### config.mk
export PLATFORM = sky130hd
export DESIGN_NAME = rgb2gray_stream
export DESIGN_NICKNAME = d
export VERILOG_FILES = /design/src/rtl/rgb2gray_stream.sv
export SDC_FILE = /design/constraint.sdc
export NUM_CORES = 1
export LEC_CHECK = 0
export CORE_UTILIZATION = 55
export CTS_BUF_LIST = sky130_fd_sc_hd__clkbuf_16
export DETAILED_ROUTE_END_ITERATION = 16
export PLACE_DENSITY = 0.8
export RECOVER_POWER = 25
export SLEW_MARGIN = 25
export SYNTH_ARGS = -nofsm -noshare
export SYNTH_HDL_FRONTEND = slang
export SYNTH_SLANG_ARGS = --single-unit
### constraint.sdc
create_clock -name clk_i -period 3 [get_ports clk_i]
set_input_delay 0.6 -clock clk_i [delete_from_list [all_inputs] [get_ports clk_i]]
set_output_delay 0.6 -clock clk_i [all_outputs]
set_load 0.02 [all_outputs]
### src/rtl/rgb2gray_stream.sv
// Streaming RGB-to-gray converter: 3-stage weighted-luma (round + saturate) or
// channel-max datapath with valid/ready backpressure and a per-frame pixel counter.
module rgb2gray_stream #(
  parameter int COLOR_SIZE  = 8,
  parameter int WEIGHT_SIZE = 8,
  parameter int FRAC_BITS   = 8,
  parameter int W_R         = 77,
  parameter int W_G         = 150,
  parameter int W_B         = 29,
  parameter int CNT_WIDTH   = 16
) (
  input  logic                  clk_i,
  input  logic                  rst_i,
  input  logic                  clear_i,
  input  logic                  mode_i,
  input  logic                  in_valid_i,
  output logic                  in_ready_o,
  input  logic [COLOR_SIZE-1:0] in_r_i,
  input  logic [COLOR_SIZE-1:0] in_g_i,
  input  logic [COLOR_SIZE-1:0] in_b_i,
  input  logic                  in_last_i,
  output logic                  out_valid_o,
  input  logic                  out_ready_i,
  output logic [COLOR_SIZE-1:0] out_gray_o,
  output logic                  out_last_o,
  output logic [CNT_WIDTH-1:0]  pix_count_o,
  output logic                  frame_done_o
);

  localparam int STAGES = 3;
  localparam int PW     = COLOR_SIZE + WEIGHT_SIZE;
  localparam int SW     = PW + 2;

  localparam logic [PW-1:0] WR    = PW'(W_R);
  localparam logic [PW-1:0] WG    = PW'(W_G);
  localparam logic [PW-1:0] WB    = PW'(W_B);
  localparam logic [SW-1:0] RND   = SW'(1) << (FRAC_BITS - 1);
  localparam logic [SW-1:0] G_MAX = {{(SW-COLOR_SIZE){1'b0}}, {COLOR_SIZE{1'b1}}};

  typedef struct packed {
    logic          mode;
    logic          last;
    logic [PW-1:0] pr;   // holds max(R,G,B) in mode 1
    logic [PW-1:0] pg;
    logic [PW-1:0] pb;
  } s1_t;

  typedef struct packed {
    logic          mode;
    logic          last;
    logic [SW-1:0] sum;
  } s2_t;

  logic [STAGES:1] vld_pipe;
  s1_t             s1_q, s1_d;
  s2_t             s2_q, s2_d;
  logic [COLOR_SIZE-1:0] gray_d;
  logic [SW-1:0]   q_ext;
  logic [COLOR_SIZE-1:0] ch_max;
  logic            adv, adv_en, in_fire, out_fire;

  assign adv        = ~vld_pipe[STAGES] | out_ready_i;
  assign adv_en     = adv & ~clear_i;
  assign in_ready_o = adv & ~clear_i;
  assign in_fire    = in_valid_i & in_ready_o;
  assign out_fire   = vld_pipe[STAGES] & out_ready_i & ~clear_i;
  assign out_valid_o = vld_pipe[STAGES];

  always_comb begin
    ch_max = in_r_i;
    if (in_g_i > ch_max) ch_max = in_g_i;
    if (in_b_i > ch_max) ch_max = in_b_i;
  end

  always_comb begin
    s1_d      = '0;
    s1_d.mode = mode_i;
    s1_d.last = in_last_i;
    if (mode_i) begin
      s1_d.pr = PW'(ch_max);
    end else begin
      s1_d.pr = PW'(in_r_i) * WR;
      s1_d.pg = PW'(in_g_i) * WG;
      s1_d.pb = PW'(in_b_i) * WB;
    end
  end

  always_comb begin
    s2_d      = '0;
    s2_d.mode = s1_q.mode;
    s2_d.last = s1_q.last;
    if (s1_q.mode) s2_d.sum = SW'(s1_q.pr);
    else           s2_d.sum = SW'(s1_q.pr) + SW'(s1_q.pg) + SW'(s1_q.pb) + RND;
  end

  always_comb begin
    q_ext  = s2_q.sum >> FRAC_BITS;
    gray_d = s2_q.sum[COLOR_SIZE-1:0];
    if (!s2_q.mode) gray_d = (q_ext > G_MAX) ? {COLOR_SIZE{1'b1}} : q_ext[COLOR_SIZE-1:0];
  end

  // Valid bits shift as a unit; bubbles are kept, not compressed.
  always_ff @(posedge clk_i or negedge rst_i) begin
    if (!rst_i)       vld_pipe <= '0;
    else if (clear_i) vld_pipe <= '0;
    else if (adv)     vld_pipe <= {vld_pipe[STAGES-1:1], in_fire};
  end

  always_ff @(posedge clk_i) begin
    if (adv_en) begin
      s1_q <= s1_d;
      s2_q <= s2_d;
    end
  end

  always_ff @(posedge clk_i or negedge rst_i) begin
    if (!rst_i) begin
      out_gray_o <= '0;
      out_last_o <= 1'b0;
    end else if (adv_en) begin
      out_gray_o <= gray_d;
      out_last_o <= s2_q.last;
    end
  end

  always_ff @(posedge clk_i or negedge rst_i) begin
    if (!rst_i) begin
      pix_count_o  <= '0;
      frame_done_o <= 1'b0;
    end else if (clear_i) begin
      pix_count_o  <= '0;
      frame_done_o <= 1'b0;
    end else begin
      frame_done_o <= out_fire & out_last_o;
      if (out_fire) pix_count_o <= out_last_o ? '0 : pix_count_o + 1'b1;
    end
  end

endmodule
After elaboration in Yosys (flattened, before gate mapping):

Cells that the tools add are included.

* add/subtract/negate cells: 4
* $lt $le $gt $ge: 3
* bitwise operators: 8
* reduce and logical (&&, ||, !) cells: 2
* multiplexer cells: 12
* multiply operators: 3

Operators by type and width (number)
* 16-bit two-way mux: 4
* 8-bit two-way mux: 5
* 8-bit by 7-bit multiplier with 15-bit output, second input constant: 2
* 17-bit by 16-bit adder with 18-bit output: 1
* 18-bit by 8-bit adder with 18-bit output, second input constant: 1
* 16-bit by 16-bit adder with 17-bit output: 1
* 16-bit by 1-bit adder with 16-bit output, second input constant: 1
* 8-bit greater-than comparator: 2
* 8-bit by 5-bit multiplier with 13-bit output, second input constant: 1
* 10-bit by 8-bit greater-than comparator with 1-bit output, second input constant: 1
* 3-bit two-way mux: 2
* 1-bit AND: 5
* 2-bit nonzero test: 2
* 1-bit inverter: 2
* 1-bit two-way mux: 1
* 1-bit bitwise OR: 1

* bits of input ports: 31
* word-level logic and storage cells: 49
* register bits: 99
* output and inout port bits: 28

Logic depth before layout (Yosys ltp):

Gate-level depths: netlist of run 1.

* depth in word-level cells: 6
* mapped depth: 16
* gate-level depth less buffers: 15

Least setup slack after synthesis of run 1:

OpenSTA, ideal clock, no wires.

* path type: input to register
* start: in in_r_i[4]
* end: reg s1_q[45] in the netlist's numbering (data pin)
* stages on the path: 13
* setup time: 0.266 ns
* path slack: -1.029 ns
* arrival: 3.764 ns
* buffers on the path: 0
* data required time: 2.734 ns
* cells stage by stage: ha_1 > ha_1 > inv_1 > fa_1 > fa_1 > inv_1 > ha_1 > and3_1 > a221o_1 > o41ai_1 > o21ai_0 > xnor2_1 > nor2_1

* cells in the longest elaborated chain, start to end: 1

RTL lines
* from (decl): RTL line 18 `input logic [COLOR_SIZE-1:0] in_r_i,`
* 8-bit by 7-bit multiplier with 15-bit output: RTL line 82 `s1_d.pr = PW'(in_r_i) * WR;`
* to (signal assigned): RTL line 111 `s1_q <= s1_d;`
* to (decl): RTL line 55 `s1_t s1_q, s1_d;`

No other way between the ends.
A chain may end at the register's enable or synchronous reset.

==> metrics, run 1 <==
simple-gate share of the synthesized area=0.1172; normalized max-slew margin=-0.04402; violated checks=capacitance limit, slew limit, setup timing; P&R area growth vs syn=42.80%; Setup CP Type=primary input to flop; DR vias=7,185; Pwr Density=708.0 nW/um^2; Port Buffers=58; RSZ-0062 raised after global routing=true; Final Max Tran Viols=30; post-DP HPWL=15,320 um; combinational fraction of design power=0.643; adder-cell share of the synthesized area=0.3184; final setup fails=38; Antenna Cells=0; number of synthesized flops with an enable pin=65; Synth top cells by count=147 x ha_1, 95 x inv_1, 77 x nor2_1; Worst Tran Pin Value=1.566 ns; clk_skew=0.01200 ns; Critical Path Sink Type=flop; initial drt markers=594; clock share of power=0.134; Die Span X=124.3 um; Post-Syn Area=8229 sq um; most common cell in the netlist=ha_1; Final Critical Period=3.673 ns; WP data arrival=3.78 ns; switching pwr=0.003347 W; post-synthesis sequential area ratio=0.3254; final WL=23,750 um; internal power=0.004973 W; die height=124.3 um; Place WS=-1.445 ns; first-pass GRT wire length=34,620 um; post-synthesis register bit count=94; pin count of the biggest net entering global routing=67; initial core utilization=0.5641; vias in the first global route=7,150; r2r setup slk=-0.18 ns; row cnt=44; Hold Crit Class=flop to flop; DR vias/cell=5.918; mean post-synth cell area=10.11 sq um; CTS Buffer Depth=2; largest family of logic cells by synthesized area=adder cells; Placed Instances=1,168; CTS tree=done; Final Hold Vio Count=0; Leak=5.208 nW; Synth cell types=54; Ports=59; hold_buf cts=0; DRC viols=0; design area=11,750 sq um; total gr overflow=0; initial antenna violation count=0; TritonCTS Buffers=9; TNS Setup=-12.03 ns; worst setup margin=-0.6727 ns; reg2reg path depth=10; Cells after Synth=814; Num Clock Sinks=94; WHS Endpoint=s2_q[18]; dominant synthesized flop cell=edfxtp_1; all-layer global routing usage=0.2823; HP Start=s1_q[48]; ys async rst share=0.3085; Compound-Gate Fraction of Synth Area=0.1232; Final Cycle Share=1.224; placed inst area=10,380 sq um; Max VDD drop=415.5 uV; average wire per standard cell=19.56 um; synth top area cells=edfxtp_1 24%, ha_1 22%, fa_1 9.5%; WP data required=3.10 ns; mux share of post-synthesis cell area=0.01779; clock-pin slew on the worst setup and hold paths=0.08 ns; Synth top area share=0.2372; Die Area=15,460 sq um; CTS H-tree lvls=3; FF-to-FF Start=s1_q[34]; Syn Nets=1,031; total iterations of the first detailed-routing run=5; R2R Path End=q_ext[6]; largest area contributor in the netlist=edfxtp_1; Sw Ratio=0.4023; outcome=complete, but fails checks; Flop pwr share=0.223; clk_lat worst skew=0.35 ns; fin nets=1,242; Hold Path Cell Cnt=0; share of cells above drive strength 1=0.3524; worst hold slack=0.4224 ns; Post-Synth XOR/XNOR Area=0.04683; Fill cells=766; Final GP Congestion=0.8831; MaxCap Viol Count=1; CP max FO=8; core area=14,590 sq um; root buf cell=clkbuf_16; Worst setup SP type=primary input; non-filler cells, final=1,214; Synth Warn #=0; achievable frequency=272.3 MHz; antenna-violating nets left=0
## cell usage in the layout (no fill, tap or decap), types with 5 or more instances in the layout
| cell | count |
|---|---|
| fa_2 | 5 |
| o22ai_1 | 8 |
| ha_4 | 54 |
| xnor2_1 | 12 |
| o21ai_0 | 26 |
| fa_1 | 34 |
| and3_4 | 5 |
| buf_4 | 131 |
| edfxtp_1 | 65 |
| nor2b_1 | 11 |
| a21oi_2 | 6 |
| a21oi_1 | 26 |
| a21o_1 | 14 |
| clkdlybuf4s50_1 | 33 |
| nand4_1 | 5 |
| o21ai_1 | 11 |
| nor2_1 | 72 |
| xor2_1 | 29 |
| dfrtp_1 | 29 |
| nand3_1 | 12 |
| nor3_1 | 12 |
| buf_2 | 10 |
| buf_6 | 28 |
| and3_1 | 6 |
| ha_1 | 92 |
| o21ai_2 | 6 |
| nand2_1 | 47 |
| inv_1 | 70 |
| clkbuf_16 | 9 |
| inv_2 | 22 |
## metal layers
| layer | GRT usage | vias to the layer above | part of all wire |
|---|---|---|---|
| li1 | - | 3305 | - |
| met1 | 0.3348 | 3512 | 0.39 |
| met4 | 0.1254 | 0 | 0.050 |
| met5 | 0 | - | 0 |
| met2 | 0.5076 | 270 | 0.52 |
| met3 | 0.03694 | 98 | 0.045 |
## area by class of cell
type                    instances  area (sq um)  share of cell area
multi-input cells             608          6325              0.5382
inverters                      95         367.9             0.03130
flip-flops and latches         94          2678              0.2279
clock buffers                   9         225.2             0.01917
clock inverters                 7         60.06            0.005111
repair buffers                217          1866              0.1588
well taps                     184         230.2             0.01959
## power by group through the flow
stage	logic, W	registers (W)	clock network (W)
after CTS	0.00465	0.00185	0.00112
final	0.00535	0.00185	0.00112
after detailed placement	0.00413	0.00188	0
after global routing	0.00579	0.00187	0.00118
after global placement	0.00397	0.00187	0
after floorplan	0.00277	0.00185	0
## worst max-delay path: stages
cell	delay [ns]
buf_12	0.11
buf_4	0.13
inv_2	0.09
ha_4	0.20
o21a_1	0.19
o21ai_2	0.15
a31oi_2	0.06
o21ai_2	0.26
buf_6	0.19
buf_4	0.13
mux2i_4	0.23
ha_1	0.15
nand2_1	0.11
o21ai_1	0.25
a21oi_2	0.10
a31o_4	0.24
a21bo_2	0.23
a221o_1	0.35
## flip-flops by register name, summed over array words and instances, names as in the netlist
| register | count |
|---|---|
| pix_count_o | 16 |
| s1_q | 45 |
| q_ext | 10 |
| out_gray_o | 8 |
| s2_q | 10 |
| vld_pipe | 3 |
| out_last_o | 1 |
| frame_done_o | 1 |
## per-stage QoR
stage | util | power, W
4_1_cts | 0.7729 | 0.007619
3_3_place_gp | 0.7116 | 0.005842
2_1_floorplan | - | 0.004621
5_1_grt | 0.8055 | 0.008842
6_report | 0.8055 | 0.008320
3_5_place_dp | 0.7116 | 0.006012
## logic make-up after synthesis
logic type	after synthesis
compound gates	157
xor+xnor	44
fa+ha+maj	186
buf+inv	112
flops	94
mux	14
simple gates	207
## worst max-delay path by stage
stage	start	end	slack (ns)	depth (start not counted)
CTS	in_g_i[3]	s1_q[30]	-0.54	14
floorplan	in_r_i[4]	s1_q[45]	-0.66	13
global route	in_r_i[5]	s1_q[45]	-0.73	14
finish	in_r_i[5]	s1_q[32]	-0.67	18
global placement	in_r_i[5]	s1_q[43]	-1.39	14
detailed placement	in_r_i[5]	s1_q[43]	-1.45	14
## repair_timing
action	4_1_cts	5_1_grt
setup endpoints to repair	42	38
resized for setup	186	78
pin swaps	93	74
setup buffers	23	13
(Power assumes the default switching activity.)
==> run 2: changes to the inputs <==
- CORE_MARGIN: unset -> 2
==> run 2 against run 1 <==
  * Sequential power is essentially flat
  * Via count about the same
  * Critical path type unchanged
  * Cell count shrank 0.74%
  * First-iteration DRC count grew 4.2%
  * The run still ends with capacitance limit, slew limit, setup timing left
  * Clock skew is 0.0045 ns lower
  * Count of clock-buffer cells in the layout unchanged
  * Utilization down 1.0 points
  * Critical endpoint is now s1_q[43]
==> metrics, run 2 (synthesized netlist as in run 1, its figures left out) <==
post-layout util=0.7951; total iterations of the first detailed-routing run=6; initial core utilization=0.5641; Fill cells=783; switching pwr=0.003294 W; Sw Ratio=0.4007; Critical Path Sink Type=flop; CTS tree=done; total power=0.008219 W; share of cells above drive strength 1=0.3418; root buf cell=clkbuf_16; Final GP Congestion=0.8955; first-pass GRT wire length=34,580 um; normalized max-slew margin=-0.02885; Num Clock Sinks=94; Antenna Cells=0; reg2reg path depth=10; TNS Setup=-12.31 ns; R2R Path End=q_ext[4]; final WL=24,180 um; critical path's slowest cell=fa_1; die height=126.3 um; Worst setup SP type=primary input; Final Hold Vio Count=0; Final Max Tran Viols=30; r2r setup slk=-0.09 ns; Worst Tran Pin Value=1.543 ns; final setup fails=35; row cnt=44; CP startpoint=in_r_i[5]; all-layer global routing usage=0.2727; WP data required=3.07 ns; TritonCTS Buffers=9; worst-path cell chain=buf_12 -> ha_4 -> ha_4 -> inv_2 -> fa_1 -> fa_1 -> inv_2 -> ha_4 -> and3_1 -> a221o_1 -> o41ai_2 -> buf_4 -> xor2_1 -> nor2_1; Flop pwr share=0.225; Leak=5.136 nW; clk_skew=0.007534 ns; CP max FO=4; worst setup margin=-0.7005 ns; delay of the slowest critical-path stage=0.53 ns; vias in the first global route=7,071; internal power=0.004926 W; clk_lat worst skew=0.34 ns; Ports=59; Final Critical Period=3.701 ns; total gr overflow=0; Hold Crit Class=flop to flop; average wire per standard cell=20.07 um; Max VDD drop=434.7 uV; Top reg by flops=s1_q; clock share of power=0.132; HP Start=s1_q[48]; CP most frequent cell=ha_4; biggest regs=s1_q (45), pix_count_o (16); placed inst area=10,380 sq um; combinational fraction of design power=0.643; Setup CP Type=primary input to flop; initial antenna violation count=0; violated checks=capacitance limit, slew limit, setup timing; CTS Buffer Depth=2; max reg flops=45; Worst path top cell family by delay=adder cells; FF-to-FF Start=s1_q[2]; achievable frequency=270.2 MHz; clock-pin slew on the worst setup and hold paths=0.07 ns; hold_buf cts=0; CTS H-tree lvls=3; core area=14,590 sq um; antenna-violating nets left=0; design area=11,600 sq um; crit path buf inv count=4; WHS Endpoint=s2_q[18]; DR vias=7,184; DRC viols=0; outcome=complete, but fails checks; RSZ-0062 raised after global routing=true; WP data arrival=3.77 ns; Die Span X=126.3 um; Final Cycle Share=1.234; DR vias/cell=5.962; most frequent cells in the layout=117 x buf_4, 95 x ha_1, 69 x nor2_1, 68 x inv_1, 65 x edfxtp_1; most common cell after layout, fill and taps aside=buf_4; initial drt markers=619; P&R area growth vs syn=40.96%; Port Buffers=58; post-DP HPWL=14,950 um; MaxCap Viol Count=1; Hold Path Cell Cnt=0; Pwr Density=708.6 nW/um^2; pin count of the biggest net entering global routing=67; Die Area=15,960 sq um; fin nets=1,233
-- run 2: power by group through the flow --
| stage | registers (W) | clock network, W | logic, W |
|---|---|---|---|
| after floorplan | 0.00185 | 0 | 0.00277 |
| after global placement | 0.00187 | 0 | 0.00397 |
| after detailed placement | 0.00188 | 0 | 0.00408 |
| after CTS | 0.00185 | 0.00109 | 0.00458 |
| after global routing | 0.00188 | 0.00115 | 0.00572 |
| final | 0.00185 | 0.00108 | 0.00528 |
-- run 2: layout make-up --
type                            count  area, sq um  share of cell area
Clock buffer                        9        225.2             0.01942
Clock inverter                      7        51.30            0.004422
Inverter                           95        370.4             0.03193
Multi-Input combinational cell    608         6259              0.5395
Sequential cell                    94         2678              0.2308
Tap cell                          184        230.2             0.01985
Timing Repair Buffer              208         1787              0.1540
-- run 2: stage by stage --
| stage | cells | hold WS (ns) | worst slack, ns |
|---|---|---|---|
| floorplan | 814 | 0.3044 | -0.6552 |
| global placement | 1168 | 0.4087 | -1.397 |
| detailed placement | 1168 | 0.4115 | -1.477 |
| CTS | 1201 | 0.4229 | -0.5542 |
| global route | 1205 | 0.4354 | -0.7587 |
| finish | 1205 | 0.4238 | -0.7005 |
-- run 2: layer usage --
| metal | vias to the layer above | global-route usage | wire (um) |
|---|---|---|---|
| met2 | 323 | 0.4937 | 12360 |
| met1 | 3473 | 0.3325 | 9344 |
| met4 | 0 | 0.1015 | 1152 |
| met3 | 90 | 0.03585 | 1319 |
| li1 | 3298 | - | - |
| met5 | - | 0 | 0 |
-- run 2: repair_timing --
| item | 4_1_cts | 5_1_grt |
|---|---|---|
| buffers inserted | 21 | 6 |
| endpoints found under the setup margin | 42 | 39 |
| pin swaps | 94 | 71 |
| resized for setup | 200 | 64 |
-- run 2: worst max path at each step --
| stage | slack, ns | to | cells past startpoint |
|---|---|---|---|
| detailed placement | -1.48 | s1_q[43] | 14 |
| CTS | -0.55 | s1_q[30] | 14 |
| finish | -0.70 | s1_q[43] | 14 |
| global route | -0.76 | s1_q[32] | 17 |
| global placement | -1.40 | s1_q[43] | 14 |
| floorplan | -0.66 | s1_q[45] | 13 |
